<file path="config.mk">
export PLATFORM = sky130hd
export DESIGN_NAME = pll_lock_supervisor
export DESIGN_NICKNAME = d
export VERILOG_FILES = /design/src/rtl/pll_lock_supervisor.sv
export SDC_FILE = /design/constraint.sdc
export NUM_CORES = 1
export LEC_CHECK = 0
export BUFFER_PORTS_ARGS = -buffer_cell sky130_fd_sc_hd__buf_2
export CORE_ASPECT_RATIO = 0.5
export CORE_MARGIN = 3
export CORE_UTILIZATION = 40
export CTS_BUF_LIST = sky130_fd_sc_hd__clkbuf_2 sky130_fd_sc_hd__clkbuf_4 sky130_fd_sc_hd__clkbuf_8
export DETAILED_ROUTE_END_ITERATION = 10
export PLACE_DENSITY = 0.6
export SETUP_SLACK_MARGIN = 0.4
export SYNTH_ARGS = -nofsm -noshare
export SYNTH_HDL_FRONTEND = slang
export SYNTH_SLANG_ARGS = --single-unit
</file>
<file path="constraint.sdc">
create_clock -name REFERENCECLK -period 2.3 [get_ports REFERENCECLK]
set_input_delay 0 -clock REFERENCECLK [delete_from_list [all_inputs] [get_ports REFERENCECLK]]
set_output_delay 0 -clock REFERENCECLK [all_outputs]
set_load 0.005 [all_outputs]
</file>
<file path="src/rtl/pll_lock_supervisor.sv">
// Per-channel PLL lock supervisor: synchronises raw LOCK, sequences PLL reset/lock
// attempts with retry and sticky fault, and qualifies a filtered clock-good per channel.
module pll_lock_supervisor #(
  parameter int N_PLL      = 2,
  parameter int RESET_HOLD = 4,
  parameter int TIMEOUT    = 16,
  parameter int LOCK_FILT  = 8,
  parameter int MAX_RETRY  = 2
) (
  input  logic             REFERENCECLK,
  input  logic             RESET,
  input  logic [N_PLL-1:0] PLL_LOCK,
  input  logic             BYPASS,
  input  logic [N_PLL-1:0] CLR_FAULT,
  output logic [N_PLL-1:0] PLL_RESETB,
  output logic [N_PLL-1:0] PLL_BYPASS,
  output logic [N_PLL-1:0] CLK_GOOD,
  output logic [N_PLL-1:0] FAULT,
  output logic [N_PLL-1:0] LOSS_PULSE,
  output logic             ALL_GOOD
);

  localparam int CMAX_A = (RESET_HOLD > TIMEOUT) ? RESET_HOLD : TIMEOUT;
  localparam int CMAX   = (CMAX_A > LOCK_FILT) ? CMAX_A : LOCK_FILT;
  localparam int CW     = $clog2(CMAX + 1);
  localparam int RW     = (MAX_RETRY > 0) ? $clog2(MAX_RETRY + 1) : 1;

  localparam logic [CW-1:0] HOLD_LAST = CW'(RESET_HOLD - 1);
  localparam logic [CW-1:0] WAIT_LAST = CW'(TIMEOUT - 1);
  localparam logic [CW-1:0] FILT_LAST = CW'(LOCK_FILT - 1);
  localparam logic [RW-1:0] RETRY_MAX = RW'(MAX_RETRY);

  typedef enum logic [2:0] {
    ST_HOLD, ST_WAIT, ST_FILTER, ST_LOCKED, ST_FAULT
  } state_t;

  logic [N_PLL-1:0] sync_p0;
  logic [N_PLL-1:0] lock_s;
  logic             byp_q;
  logic             force_hold;

  // stage 0/1: two-flop lock synchroniser and registered bypass
  always_ff @(posedge REFERENCECLK or posedge RESET) begin
    if (RESET) begin
      sync_p0 <= '0;
      lock_s  <= '0;
      byp_q   <= 1'b0;
    end else begin
      sync_p0 <= PLL_LOCK;
      lock_s  <= sync_p0;
      byp_q   <= BYPASS;
    end
  end

  // Holding for the cycle after bypass falls makes the post-bypass HOLD a full RESET_HOLD long.
  assign force_hold = BYPASS | byp_q;

  for (genvar i = 0; i < N_PLL; i++) begin : g_ch
    state_t        state, state_n;
    logic [CW-1:0] cnt, cnt_n;
    logic [RW-1:0] retry, retry_n;
    logic          loss, loss_n;
    logic          resetb, good, fault;

    always_ff @(posedge REFERENCECLK or posedge RESET) begin
      if (RESET) begin
        state <= ST_HOLD;
        cnt   <= '0;
        retry <= '0;
        loss  <= 1'b0;
      end else begin
        state <= state_n;
        cnt   <= cnt_n;
        retry <= retry_n;
        loss  <= loss_n;
      end
    end

    always_comb begin
      state_n = state;
      cnt_n   = cnt;
      retry_n = retry;
      loss_n  = 1'b0;
      if (force_hold) begin
        state_n = ST_HOLD;
        cnt_n   = '0;
        retry_n = '0;
      end else begin
        case (state)
          ST_HOLD: begin
            if (cnt == HOLD_LAST) begin
              state_n = ST_WAIT;
              cnt_n   = '0;
            end else begin
              cnt_n = cnt + CW'(1);
            end
          end
          ST_WAIT: begin
            if (lock_s[i]) begin
              state_n = ST_FILTER;
              cnt_n   = '0;
            end else if (cnt == WAIT_LAST) begin
              cnt_n = '0;
              if (retry == RETRY_MAX) begin
                state_n = ST_FAULT;
              end else begin
                state_n = ST_HOLD;
                retry_n = retry + RW'(1);
              end
            end else begin
              cnt_n = cnt + CW'(1);
            end
          end
          ST_FILTER: begin
            if (!lock_s[i]) begin
              state_n = ST_WAIT;
              cnt_n   = '0;
            end else if (cnt == FILT_LAST) begin
              state_n = ST_LOCKED;
              cnt_n   = '0;
              retry_n = '0;
            end else begin
              cnt_n = cnt + CW'(1);
            end
          end
          ST_LOCKED: begin
            if (!lock_s[i]) begin
              state_n = ST_HOLD;
              cnt_n   = '0;
              retry_n = '0;
              loss_n  = 1'b1;
            end
          end
          ST_FAULT: begin
            if (CLR_FAULT[i]) begin
              state_n = ST_HOLD;
              cnt_n   = '0;
              retry_n = '0;
            end
          end
          default: begin
            state_n = ST_HOLD;
            cnt_n   = '0;
            retry_n = '0;
          end
        endcase
      end
    end

    always_comb begin
      resetb = !((state == ST_HOLD) || (state == ST_FAULT));
      good   = (state == ST_LOCKED) || byp_q;
      fault  = (state == ST_FAULT) && !byp_q;
    end

    assign PLL_RESETB[i] = resetb;
    assign PLL_BYPASS[i] = byp_q;
    assign CLK_GOOD[i]   = good;
    assign FAULT[i]      = fault;
    assign LOSS_PULSE[i] = loss;
  end

  assign ALL_GOOD = &CLK_GOOD;

endmodule

</file>
==> flow_metrics.py, run 1 <==
metrics = {
    "worst_hold_path": {
        "hold_end": "g_ch[0].state[2]$_DFFE_PP0P_",
        "worstHoldStart": "CLR_FAULT[0]",
        "hold_class": "in2reg",
        "hold_depth": 3,
    },
    "setup_path": {
        "crit_path_start_kind": "flip-flop",
        "timing.rr.end": "g_ch[0].retry[1]$_DFFE_PP0P_",
        "end_kind": "flip-flop",
        "crit_arrival_ns": 2.12,
        "rrSetupSlack_ns": 0.38,
        "timing.rr.start": "g_ch[0].cnt[1]$_DFFE_PP0N_",
        "worstPathMaxFanout": 2,
        "worstRegToRegCells": 7,
        "path_class": "reg2reg",
        "critPathRequiredTime_ns": 2.50,
    },
    "yosys": {
        "synth_edf_count": 0,
        "synthFlopType": "dfrtp_1",
        "synthesis.nets": 202,
        "yosysWarnings": 0,
        "syn_avg_cell_area_um2": 9.76,
        "ys_types": 61,
        "synth-async-reset-ratio_pct": 100,
        "netlist_instances": 187,
        "synth.ff_latch_count": 27,
        "syn_area_mm2": 0.00182,
        "yosysSeqAreaShare_pct": 37.0,
    },
    "sta": {
        "setup_viol": 0,
        "final_max_slew_viol_count": 0,
        "worstMarginPinSlew_ns": 0.540,
        "period_share_pct": 83.3,
        "hold_violations": 0,
        "rsz0062_at_grt": "yes",
        "relSlewSlack_pct": 63.9,
        "fin_skew_ns": 0.00443,
        "min_period_ns": 1.92,
        "worst_hold_slack_ns": 0.0342,
        "tns_ns": 0,
        "fmax_mhz": 522,
    },
    "global_routing": {
        "grt-ovfl-total": 0,
        "grt_pass1_wl_um": 6640,
        "antenna_found_initial": 0,
        "grt_pass1_vias": 1394,
        "grt_start_max_net_pins": 28,
        "grtUsageTotal_pct": 15.5,
    },
    "final_layout": {
        "nets": 215,
        "area_delta_synth_final_pct": 11.1,
        "final_common_cell": "dfrtp_1",
        "layoutNonFillerInstCount": 253,
        "post-route-util_pct": 48.9,
        "design_area_mm2": 0.00203,
        "final_cell_mix": "26 x dfrtp_1, 17 x buf_2, 11 x nand2_1, 11 x inv_1, 9 x nor2_1",
        "layout-drive-gt1-share_pct": 26.1,
        "diodes": 0,
    },
    "pwr": {
        "p_int_mw": 0.663,
        "power_switching_mw": 0.224,
        "combPwrFrac_pct": 9.9,
        "p_leak_nw": 0.848,
        "ir_worst_vdd_v": 0.000199,
        "swShare_pct": 25.2,
        "p_seq_share_pct": 57.4,
        "pwr-share-clk_pct": 32.7,
        "powerDensity_mw_per_mm2": 438,
    },
    "drt": {
        "drt.antenna.violating_nets": 0,
        "drtIter0Drc": 51,
        "vias_per_cell": 5.69,
        "drt-total-wl_um": 3890,
        "num_vias": 1440,
        "dr.pass1.iters": 4,
        "route.detailed.drc": 0,
        "wl_per_cell_um": 15.4,
    },
    "clocking": {
        "cts_tree": "built",
        "cts-root-buf": "clkbuf_8",
        "cts.path.max_buffers": 2,
        "cts.sinks": 27,
        "h-tree-depth": 1,
        "insertion_delay_ns": 0.28,
        "clk_transition_reported_paths_ns": 0.10,
        "numCtsBuffers": 3,
    },
    "floorplanning": {
        "rows": 16,
        "fp.dieH_um": 53.8,
        "dieArea_mm2": 0.00546,
        "ios": 18,
        "start_util_pct": 44.0,
        "die_width_um": 102,
        "core_mm2": 0.00414,
    },
    "placed_design": {
        "dp_hpwl_um": 2610,
        "place_congestion": 0.780,
        "dp.cells": 240,
        "placed_area_mm2": 0.00185,
        "io_buffers": 17,
    },
    "flow_run": {
        "max_cap_violations": 0,
    },
    "run_status": {
        "outcome": "finished, final reports clean",
    },
}
registers in the layout (all words and copies together), names as in the netlist:
register and flops:
sync_p0 2, g_ch.loss 2, lock_s 2, g_ch.cnt 10, g_ch.retry 4, byp_q 1
g_ch.state 6
cells by family (layout without fill, tap and decap cells):
| family | count (synthesis) | in the layout | synth area share [%] |
|---|---|---|---|
| flip-flops | 27 | 27 | 37.0 |
| multiplexers | 1 | 1 | 0.549 |
| AND/OR/NAND/NOR | 73 | 73 | 26.1 |
| XOR/XNOR | 2 | 2 | 0.960 |
| adder cells (fa/ha/maj) | 8 | 8 | 5.49 |
| buffers and inverters | 31 | 43 | 11.0 |
| AO/OA/AOI/OAI | 45 | 45 | 18.9 |
power by group through the flow:
stage / Combinational (mW) / Sequential [mW] / Clock [mW]
2_1_floorplan: 0.0603 / 0.510 / 0
5_1_grt: 0.0984 / 0.512 / 0.316
3_5_place_dp: 0.0754 / 0.516 / 0
3_3_place_gp: 0.0733 / 0.516 / 0
4_1_cts: 0.0844 / 0.506 / 0.303
6_report: 0.0876 / 0.509 / 0.290
worst max path at each step:
stage,from,endpoint,cells past startpoint,slack (ns)
6_report,g_ch[0].cnt[1]$_DFFE_PP0N_,g_ch[0].retry[1]$_DFFE_PP0P_,7,0.38
5_1_grt,g_ch[0].cnt[1]$_DFFE_PP0N_,g_ch[0].retry[1]$_DFFE_PP0P_,7,0.32
4_1_cts,g_ch[0].cnt[0]$_DFFE_PP0N_,g_ch[0].retry[0]$_DFFE_PP0P_,7,0.40
3_5_place_dp,g_ch[0].cnt[0]$_DFFE_PP0N_,g_ch[0].retry[1]$_DFFE_PP0P_,7,0.31
3_3_place_gp,g_ch[0].cnt[1]$_DFFE_PP0N_,g_ch[0].retry[0]$_DFFE_PP0P_,7,0.37
2_1_floorplan,g_ch[0].cnt[1]$_DFFE_PP0N_,g_ch[0].retry[0]$_DFFE_PP0P_,7,0.41
synthesized netlist by cell type, types with 3 or more instances:
library cell / instances / area, um^2
a21oi_1: 4 / 20.0
a22oi_1: 3 / 22.5
buf_4: 12 / 90.1
buf_6: 5 / 56.3
dfrtp_1: 27 / 676
ha_1: 8 / 100
inv_1: 12 / 45.0
nand2_1: 11 / 41.3
nand2b_1: 4 / 25.0
nand3_1: 8 / 40.0
nor2_1: 9 / 33.8
nor3_1: 5 / 25.0
nor3b_1: 3 / 22.5
nor4b_1: 4 / 35.0
o21ai_0: 5 / 25.0
o21ai_1: 5 / 25.0
or2_2: 3 / 18.8
or3_1: 3 / 18.8
layout make-up:
class	count	area (um^2)
multi-input combinational	129	1020
fill	381	2120
clock buffer	4	48.8
inverter	12	45.0
tap	54	67.6
timing repair buffer	27	170
sequential	27	677
worst max-delay path, cell delays in order, from the launching register on:
cell      delay, ns
dfrtp_1        0.41
ha_4           0.17
nand3_4        0.08
inv_2          0.08
ha_4           0.13
or3b_4         0.37
or4_4          0.44
o221ai_2       0.17
routing by layer:
metal	vias to the layer above	routed length (um)	GRT usage (%)	part of all wire (%)
met5	-	0	0	0
met4	0	21	3.53	0.54
met3	4	163	4.01	4.2
met2	24	1800	25.8	46
met1	706	1910	20.7	49
li1	706	-	-	-
what timing repair did:
| action | CTS | global route |
|---|---|---|
| pin swaps | 2 | 3 |
| endpoints found under the hold margin | 30 | 0 |
| buffers inserted | 4 | 1 |
| endpoints found under the setup margin | 3 | 6 |
| hold buffers | 4 | 0 |
| gates resized for setup | 3 | 6 |
metrics by stage:
stage | power [mW] | worst slack (ns)
floorplan | 0.571 | 0.414
CTS | 0.894 | 0.395
global route | 0.926 | 0.319
detailed placement | 0.592 | 0.314
global placement | 0.589 | 0.368
finish | 0.887 | 0.383
Power figures use the tool's default switching activity.
==> inputs of run 2 (changes only) <==
==> constraint.sdc (replaced) <==
create_clock -name REFERENCECLK -period 1.8 [get_ports REFERENCECLK]
set_input_delay 0 -clock REFERENCECLK [delete_from_list [all_inputs] [get_ports REFERENCECLK]]
set_output_delay 0 -clock REFERENCECLK [all_outputs]
set_load 0.005 [all_outputs]
==> flow_metrics.py, run 2 (same netlist as run 1, synthesis figures left out) <==
metrics = {
    "run_status": {
        "outcome": "finished, violations left",
        "violations": "negative setup slack",
    },
    "drt": {
        "dr.pass1.iters": 4,
        "vias_per_cell": 5.67,
        "route.detailed.drc": 0,
        "drt-total-wl_um": 4780,
        "num_vias": 1610,
        "drtIter0Drc": 45,
        "drt.antenna.violating_nets": 0,
        "wl_per_cell_um": 16.8,
    },
    "sta": {
        "relSlewSlack_pct": 61.3,
        "hold_violations": 0,
        "setup_viol": 4,
        "worstMarginPinSlew_ns": 0.581,
        "rsz0062_at_grt": "yes",
        "min_period_ns": 1.92,
        "final_max_slew_viol_count": 0,
        "tns_ns": -0.257,
        "period_share_pct": 107,
        "fmax_mhz": 521,
        "worst_slack_ns": -0.120,
        "fin_skew_ns": 0.00361,
    },
    "clocking": {
        "insertion_delay_ns": 0.28,
        "h-tree-depth": 1,
        "cts.path.max_buffers": 2,
        "clk_transition_reported_paths_ns": 0.10,
        "cts_tree": "built",
        "numCtsBuffers": 3,
        "cts.sinks": 27,
        "cts-root-buf": "clkbuf_8",
    },
    "placed_design": {
        "dp_slack_ns": -0.101,
        "dp_hpwl_um": 2990,
        "io_buffers": 17,
        "place_congestion": 0.796,
    },
    "floorplanning": {
        "ios": 18,
        "rows": 16,
        "core_mm2": 0.00414,
        "dieArea_mm2": 0.00546,
        "fp.dieH_um": 53.8,
        "die_width_um": 102,
        "start_util_pct": 44.0,
    },
    "flow_run": {
        "max_cap_violations": 0,
    },
    "global_routing": {
        "grt_pass1_wl_um": 8160,
        "grt_pass1_vias": 1659,
        "antenna_found_initial": 0,
        "grt-ovfl-total": 0,
        "grt_start_max_net_pins": 28,
        "grtUsageTotal_pct": 19.3,
    },
    "final_layout": {
        "diodes": 0,
        "final_common_cell": "buf_4",
        "largest_register": "g_ch.cnt",
        "nets": 246,
        "fillers": 334,
        "largest_register_ffs": 10,
        "reg.largest.list": "g_ch.cnt: 10 flops, g_ch.state: 6 flops, g_ch.retry: 4 flops",
        "area_delta_synth_final_pct": 39.9,
        "final_cell_mix": "27 x buf_4, 25 x dfrtp_1, 17 x buf_2",
        "layout-drive-gt1-share_pct": 51.3,
    },
    "pwr": {
        "p_int_mw": 0.870,
        "p_seq_share_pct": 54.7,
        "power_switching_mw": 0.307,
        "p_leak_nw": 1.08,
        "swShare_pct": 26.1,
        "pwr-share-clk_pct": 32.0,
        "powerDensity_mw_per_mm2": 461,
        "ir_worst_vdd_v": 0.000305,
        "combPwrFrac_pct": 13.3,
    },
    "setup_path": {
        "crit_path_start_kind": "flip-flop",
        "end_kind": "flip-flop",
        "worstPathMaxFanout": 2,
        "critPathRequiredTime_ns": 2.01,
        "path_class": "reg2reg",
        "crit_arrival_ns": 2.13,
    },
    "worst_hold_path": {
        "hold_class": "in2reg",
    },
}
==> run 2: cell count changes in the layout (fill, tap and decap cells not counted), moves of 3 or more <==
cell,before,now
buf_4,6,27
buf_6,0,10
nand2_1,11,8
nor3_1,5,2
nor4b_1,4,1
o21ai_0,5,2
o21ai_2,2,5
==> run 2: cell type report <==
cell class              instances  area (um^2)  share of cell area (%)
multi-input cells             129         1270                    49.9
repair buffers                 58          440                    17.3
flip-flops and latches         27          678                    26.6
well taps                      54         67.6                    2.65
inverters                      12         45.0                    1.76
clock buffers                   4         48.8                    1.91
==> run 2: worst max-delay path: stages (launching register included) <==
cell     delay (ns)
dfrtp_1        0.41
ha_4           0.17
nand3_4        0.08
inv_2          0.07
ha_4           0.12
or3b_4         0.37
or4_4          0.44
a22oi_2        0.19
==> run 2: path summary, 6_finish.rpt <==
path,start,end,slack [ns],cells after the start
max,g_ch[0].cnt[0]$_DFFE_PP0N_,g_ch[0].retry[0]$_DFFE_PP0P_,-0.12,7
min,CLR_FAULT[0],g_ch[0].state[2]$_DFFE_PP0P_,0.01,3
max reg2reg,g_ch[0].cnt[0]$_DFFE_PP0N_,g_ch[0].retry[0]$_DFFE_PP0P_,-0.12,7
min reg2reg,sync_p0[0]$_DFF_PP0_,lock_s[0]$_DFF_PP0_,0.36,0
max in group asynchronous,RESET,g_ch[1].state[1]$_DFFE_PP0P_,1.18,4
min in group asynchronous,RESET,g_ch[0].state[2]$_DFFE_PP0P_,0.32,4
==> run 2: through the flow <==
| step | hold slack, ns | area (um^2) | instances | power [mW] | util, % |
|---|---|---|---|---|---|
| final | 0.0130 | 2550 | 284 | 1.18 | 61.6 |
| after global routing | 0.00294 | 2550 | 284 | 1.23 | 61.6 |
| after CTS | 0.0102 | 2460 | 281 | 1.18 | 59.3 |
| after detailed placement | 0.0867 | 2070 | 258 | 0.777 | 50.0 |
| after global placement | 0.0799 | 2070 | 258 | 0.774 | 50.0 |
| after floorplan | 0.0314 | 1930 | 187 | 0.734 | - |
==> run 2: power by group through the flow <==
stage          clock, mW  sequential (mW)  combinational [mW]
6_report           0.377            0.644               0.156
3_5_place_dp           0            0.653               0.123
4_1_cts            0.394            0.641               0.147
3_3_place_gp           0            0.653               0.121
2_1_floorplan          0            0.653              0.0812
5_1_grt            0.410            0.647               0.176
==> run 2: timing repair <==
action	in CTS	in global routing
setup buffers	14	3
gates cloned	1	0
hold buffers	4	0
gates resized for setup	41	15
endpoints found under the hold margin	30	0
pin swaps	22	8
endpoints found under the setup margin	22	21
==> run 2: layer usage <==
metal  GRT usage, %  wire length (um)  up-vias
met5              0                 0        -
met4           4.42                28        0
met3           5.82               183        6
met2           32.4              2400       35
met1           24.8              2170      798
li1               -                 -      771
